### config.mk
export PLATFORM = sky130hd
export DESIGN_NAME = mcif_write_eg
export DESIGN_NICKNAME = d
export VERILOG_FILES = /design/src/rtl/mcif_write_eg_pkg.sv /design/src/rtl/mcif_write_eg.sv
export SDC_FILE = /design/constraint.sdc
export NUM_CORES = 1
export LEC_CHECK = 0
export CAP_MARGIN = 20
export CELL_PAD_IN_SITES_DETAIL_PLACEMENT = 0
export CELL_PAD_IN_SITES_GLOBAL_PLACEMENT = 1
export CORE_MARGIN = 5
export CORE_UTILIZATION = 45
export CTS_BUF_LIST = sky130_fd_sc_hd__clkbuf_16
export DETAILED_ROUTE_END_ITERATION = 10
export DONT_BUFFER_PORTS = 1
export GPL_TIMING_DRIVEN = 0
export PLACE_DENSITY = 0.86
export SLEW_MARGIN = 10
export SYNTH_ARGS = -nofsm -noshare
export SYNTH_HDL_FRONTEND = slang
export SYNTH_SLANG_ARGS = --single-unit
### constraint.sdc
create_clock -name nvdla_core_clk -period 3.8 [get_ports nvdla_core_clk]
set_input_delay 0.76 -clock nvdla_core_clk [delete_from_list [all_inputs] [get_ports nvdla_core_clk]]
set_output_delay 0.76 -clock nvdla_core_clk [all_outputs]
set_load 0.02 [all_outputs]
### src/rtl/mcif_write_eg_pkg.sv
// Shared constants for the MCIF write-egress stage: client thread ids,
// context-queue entry field positions and sticky error bit indices.
package mcif_write_eg_pkg;

  // Client thread ids carried in the low nibble of the B-channel id
  localparam int SDP_TID = 1;
  localparam int PDP_TID = 2;
  localparam int CDP_TID = 3;

  // Context-queue entry layout: {require_ack, axi_len[1:0]}
  localparam int ACK_BIT = 2;
  localparam int LEN_MSB = 1;
  localparam int LEN_LSB = 0;

  // Sticky error status bit positions
  localparam int ERR_BRESP = 0;
  localparam int ERR_TID   = 1;

endpackage

### src/rtl/mcif_write_eg.sv
// MCIF write egress: accepts AXI B responses, pops the matching per-thread
// context entry, returns burst length credit to ingress and pulses the
// per-client write-complete strobes.
module mcif_write_eg
  import mcif_write_eg_pkg::*;
#(
  parameter int NTHR = 4,
  parameter int CQW  = 3
) (
  input  logic                 nvdla_core_clk,
  input  logic                 nvdla_core_rstn,
  input  logic                 noc2mcif_axi_b_bvalid,
  output logic                 noc2mcif_axi_b_bready,
  input  logic [7:0]           noc2mcif_axi_b_bid,
  input  logic [1:0]           noc2mcif_axi_b_bresp,
  input  logic [NTHR-1:0]      cq_rd_pvld,
  output logic [NTHR-1:0]      cq_rd_prdy,
  input  logic [NTHR*CQW-1:0]  cq_rd_pd,
  output logic                 eg2ig_axi_vld,
  output logic [1:0]           eg2ig_axi_len,
  output logic                 mcif2sdp_wr_rsp_complete,
  output logic                 mcif2pdp_wr_rsp_complete,
  output logic                 mcif2cdp_wr_rsp_complete,
  output logic [1:0]           eg_err_status
);

  logic           vld_p1;
  logic [3:0]     tid_p1;
  logic [1:0]     bresp_p1;

  logic           tid_legal;
  logic           sel_pvld;
  logic [CQW-1:0] sel_entry;
  logic           retire;
  logic           pop;
  logic           b_hs;

  // Upper id bits carry no meaning for thread selection
  logic unused_bid_hi;
  assign unused_bid_hi = ^noc2mcif_axi_b_bid[7:4];

  assign tid_legal = int'(tid_p1) < NTHR;

  // Select the head entry and pop strobe of the thread addressed by S1
  always_comb begin
    sel_pvld   = 1'b0;
    sel_entry  = '0;
    cq_rd_prdy = '0;
    for (int t = 0; t < NTHR; t++) begin
      if (tid_p1 == 4'(t)) begin
        sel_pvld      = cq_rd_pvld[t];
        sel_entry     = cq_rd_pd[t*CQW +: CQW];
        cq_rd_prdy[t] = vld_p1 && cq_rd_pvld[t];
      end
    end
  end

  // Illegal ids retire at once; legal ids wait for their context entry
  assign retire                = vld_p1 && (!tid_legal || sel_pvld);
  assign pop                   = vld_p1 && tid_legal && sel_pvld;
  assign noc2mcif_axi_b_bready = !vld_p1 || retire;
  assign b_hs                  = noc2mcif_axi_b_bvalid && noc2mcif_axi_b_bready;

  // ---- S1 boundary: response register (valid reset, payload free-running)
  // S1 occupancy: load on handshake, drain on retire
  always_ff @(posedge nvdla_core_clk or negedge nvdla_core_rstn) begin
    if (!nvdla_core_rstn) begin
      vld_p1 <= 1'b0;
    end else if (b_hs) begin
      vld_p1 <= 1'b1;
    end else if (retire) begin
      vld_p1 <= 1'b0;
    end
  end

  // S1 payload capture; meaningful only while vld_p1 is set
  always_ff @(posedge nvdla_core_clk) begin
    if (b_hs) begin
      tid_p1   <= noc2mcif_axi_b_bid[3:0];
      bresp_p1 <= noc2mcif_axi_b_bresp;
    end
  end

  // ---- S2 boundary: registered credit, complete pulses and error status
  // Registered outputs for the beat retired this cycle
  always_ff @(posedge nvdla_core_clk or negedge nvdla_core_rstn) begin
    if (!nvdla_core_rstn) begin
      eg2ig_axi_vld            <= 1'b0;
      eg2ig_axi_len            <= 2'b00;
      mcif2sdp_wr_rsp_complete <= 1'b0;
      mcif2pdp_wr_rsp_complete <= 1'b0;
      mcif2cdp_wr_rsp_complete <= 1'b0;
      eg_err_status            <= 2'b00;
    end else begin
      eg2ig_axi_vld            <= pop;
      if (pop) begin
        eg2ig_axi_len <= sel_entry[LEN_MSB:LEN_LSB];
      end
      mcif2sdp_wr_rsp_complete <= pop && sel_entry[ACK_BIT] && (tid_p1 == 4'(SDP_TID));
      mcif2pdp_wr_rsp_complete <= pop && sel_entry[ACK_BIT] && (tid_p1 == 4'(PDP_TID));
      mcif2cdp_wr_rsp_complete <= pop && sel_entry[ACK_BIT] && (tid_p1 == 4'(CDP_TID));
      if (pop && (bresp_p1 != 2'b00)) begin
        eg_err_status[ERR_BRESP] <= 1'b1;
      end
      if (retire && !tid_legal) begin
        eg_err_status[ERR_TID] <= 1'b1;
      end
    end
  end

`ifndef SYNTHESIS
  logic       pop_q;
  logic       stall_q;
  logic [7:0] bid_q;

  // Simulation-only history for protocol checks
  always_ff @(posedge nvdla_core_clk or negedge nvdla_core_rstn) begin
    if (!nvdla_core_rstn) begin
      pop_q   <= 1'b0;
      stall_q <= 1'b0;
      bid_q   <= 8'h00;
    end else begin
      pop_q   <= pop;
      stall_q <= noc2mcif_axi_b_bvalid && !noc2mcif_axi_b_bready;
      bid_q   <= noc2mcif_axi_b_bid;
    end
  end

  // Protocol assertions: one-hot pop, one credit per retire, stable stalled id
  always_ff @(posedge nvdla_core_clk) begin
    if (nvdla_core_rstn) begin
      assert ($onehot0(cq_rd_prdy))
        else $error("cq_rd_prdy not one-hot: %b", cq_rd_prdy);
      assert (!eg2ig_axi_vld || pop_q)
        else $error("eg2ig_axi_vld without a retire");
      assert (!(stall_q && noc2mcif_axi_b_bvalid) || (noc2mcif_axi_b_bid == bid_q))
        else $error("bid changed while stalled");
    end
  end
`endif

endmodule

==> run metrics <==
CTS H-tree lvls=1; cell internal pwr=339.1 µW; max_cap viols=0; CP Data Required Time=3040 ps; CP arrival=2020 ps; cell row count=13; CP peak stage delay=830 ps; Leak=0.3106 nW; post-synth top area share=34.35%; minimum clock period=2779 ps; largest net degree at the start of global routing=10; Reg power frac=48.0%; most frequent cells in the layout=dfrtp_1, edfxtp_1, nor2_1; largest cells by area after synthesis=dfrtp_1, edfxtp_1, mux4_1; first-pass GRT wire length=1766 µm; Routed Antenna Nets=0; Hold Crit Class=input pin to asynchronous set/reset pin; Final GP Congestion=0.6777; CP delay by family, top=simple AND/OR/NAND/NOR gates; PortBufs=0; Worst-path clk slew=40 ps; antenna violations before repair=0; Antenna Cells=0; Worst Slack Setup Final=1021 ps; CTS buffer count=3; Netlist cell types=25; core area=1334 µm²; Post-Syn Instances=44; clk sinks=15; commonest non-fill, non-tap cell in the layout=dfrtp_1; sequential area share after synthesis=61.83%; WS Path Type=flop to output port; sw power=86.39 µW; die width=48.17 µm; Sw Ratio=20.31%; Initial Utilization=49.16%; DR vias/cell=5.921; Clock Skews=2.513 ps; Global Route Usage Sum=11.80%; vias in the first global route=398; share of cells above drive strength 1=27.08%; clock power share=45.2%; layer with the highest usage=met2; Post-Syn Area=655.6 µm²; DRC Markers=0; Finished Cell Area=753.2 µm²; post-placement cell area=674.4 µm²; clock root cell=clkbuf_16; hold_buf cts=0; critical path's slowest cell=nor4b_1; Multi-input gate area=226.5 µm²; startpoint types=flop; met3 Use GR=6.642%; Die Height=48.17 µm; dpl hpwl=993.5 µm; Die Area=2320 µm²; crit-path cells=or3b_2 > nor4b_1; outcome=finished clean; FF+latch area=405.4 µm²; Rel. slew slack=36.30%; crit path buf inv count=0; FF-to-FF Start=tid_p1[0]$_DFFE_PP_; Max clock buf depth=2; FF-to-FF End=bresp_p1[1]$_DFFE_PP_; Pins Over Slew Limit=0; setup_tns=0 ps; final wirelength=1188 µm; synthesized flop and latch total=15; area leader, netlist=dfrtp_1; RSZ-0062 raised after global routing=false; maximum vdd drop=0.0002636 V; syn_area_per_cell=14.90 µm²; combinational power share=6.7%; reg2reg setup slack=2120 ps; Least-Margin Pin Slew=942.2 ps; met2 Usage GRT=22.14%; Post-CTS Setup Repair Bufs=0; Final Setup Violations=0; TritonCTS clock tree=yes; Warnings, synthesis=0; met1 Usage GRT=10.61%; Fmax=359.9 MHz; reg2reg path depth=4; routed length per placed instance=18.86 µm; Max FO, Critical Path=4; post-cts resize count=0; GRT Residual Overflow=0; pre-CTS WS=1275 ps; Clk Latency, worst-skew pair=240 ps; Net Count, Synth=73; Final Hold Slack=214.3 ps; Layout fillers=107; final hold viol count=0; crit share post-route=73.13%; initial detailed-routing violation count=0; final-stage net count=78; drt first pass iters=1; pwr/cell area=564.9 nW/µm²; IO Count=42; crit path capture type=output port; P&R area growth vs syn=14.89%; via count=373
logic make-up after synthesis:
kind of cell / synth area share [%]
simple gates: 17.75
flops: 61.83
buf+inv: 3.626
compound gates: 1.908
mux: 14.88
per-layer routing:
| layer | routed length, µm | vias up |
|---|---|---|
| met4 | 0 | 0 |
| met2 | 677 | 21 |
| met5 | 0 | - |
| met3 | 111 | 0 |
| li1 | - | 169 |
| met1 | 398 | 183 |
power by group through the flow:
stage	logic [mW]	registers (mW)	clock network [mW]
after detailed placement	0.0288	0.208	0
after global placement	0.0270	0.207	0
final	0.0287	0.204	0.193
after CTS	0.0292	0.205	0.197
after global routing	0.0319	0.206	0.206
after floorplan	0.0252	0.205	0
Yosys cell counts:
cell type and count:
and2_1 1, and3_1 1, and4_2 1, and4b_2 1
buf_6 1, clkbuf_2 1, dfrtp_1 9, edfxtp_1 6
inv_1 2, mux2_2 2, mux4_1 2, mux4_2 1
nand2_1 1, nand2_2 1, nand2b_1 1, nand4b_1 1
nor2_1 4, nor2b_1 1, nor3_1 1, nor3b_1 1
nor4b_1 1, o21ai_0 1, o21bai_1 1, or2_2 1
or3b_2 1
worst max path at each step:
stage / startpoint / to / cells past startpoint
floorplan: tid_p1[3]$_DFFE_PP_ / cq_rd_prdy[0] / 2
global placement: tid_p1[3]$_DFFE_PP_ / cq_rd_prdy[0] / 2
detailed placement: tid_p1[3]$_DFFE_PP_ / cq_rd_prdy[0] / 2
CTS: tid_p1[3]$_DFFE_PP_ / cq_rd_prdy[0] / 2
global route: tid_p1[3]$_DFFE_PP_ / cq_rd_prdy[0] / 2
finish: tid_p1[3]$_DFFE_PP_ / cq_rd_prdy[0] / 2
metrics by stage:
stage	std cells	total power [mW]	util, %
detailed placement	59	0.2365	50.56
finish	63	0.4255	56.47
global route	63	0.4446	56.47
floorplan	44	0.2298	-
global placement	59	0.2339	50.56
CTS	63	0.4315	56.47
worst register-to-register path, delay by kind of cell, from the launching register on:
family / cells / cell delay [ps]
flip-flops: 1 / 370
multiplexers: 1 / 360
AND/OR/NAND/NOR: 2 / 440
buffers and inverters: 1 / 150
state kept, by name, summed over array words and instances, names as in the netlist:
| name | cells |
|---|---|
| eg2ig_axi_len | 2 |
| mcif2pdp_wr_rsp_complete | 1 |
| bresp_p1 | 2 |
| eg2ig_axi_vld | 1 |
| vld_p1 | 1 |
| tid_p1 | 4 |
| mcif2sdp_wr_rsp_complete | 1 |
| mcif2cdp_wr_rsp_complete | 1 |
| eg_err_status | 2 |
layout make-up:
type                       count  area share, %
sequential                    15          53.82
multi-input combinational     25          30.07
clock buffer                   3          9.967
clock inverter                 1         0.4983
buffer                         2          2.159
tap                           15          2.492
inverter                       2         0.9967
Note: power is estimated with default switching activity, not from simulation.
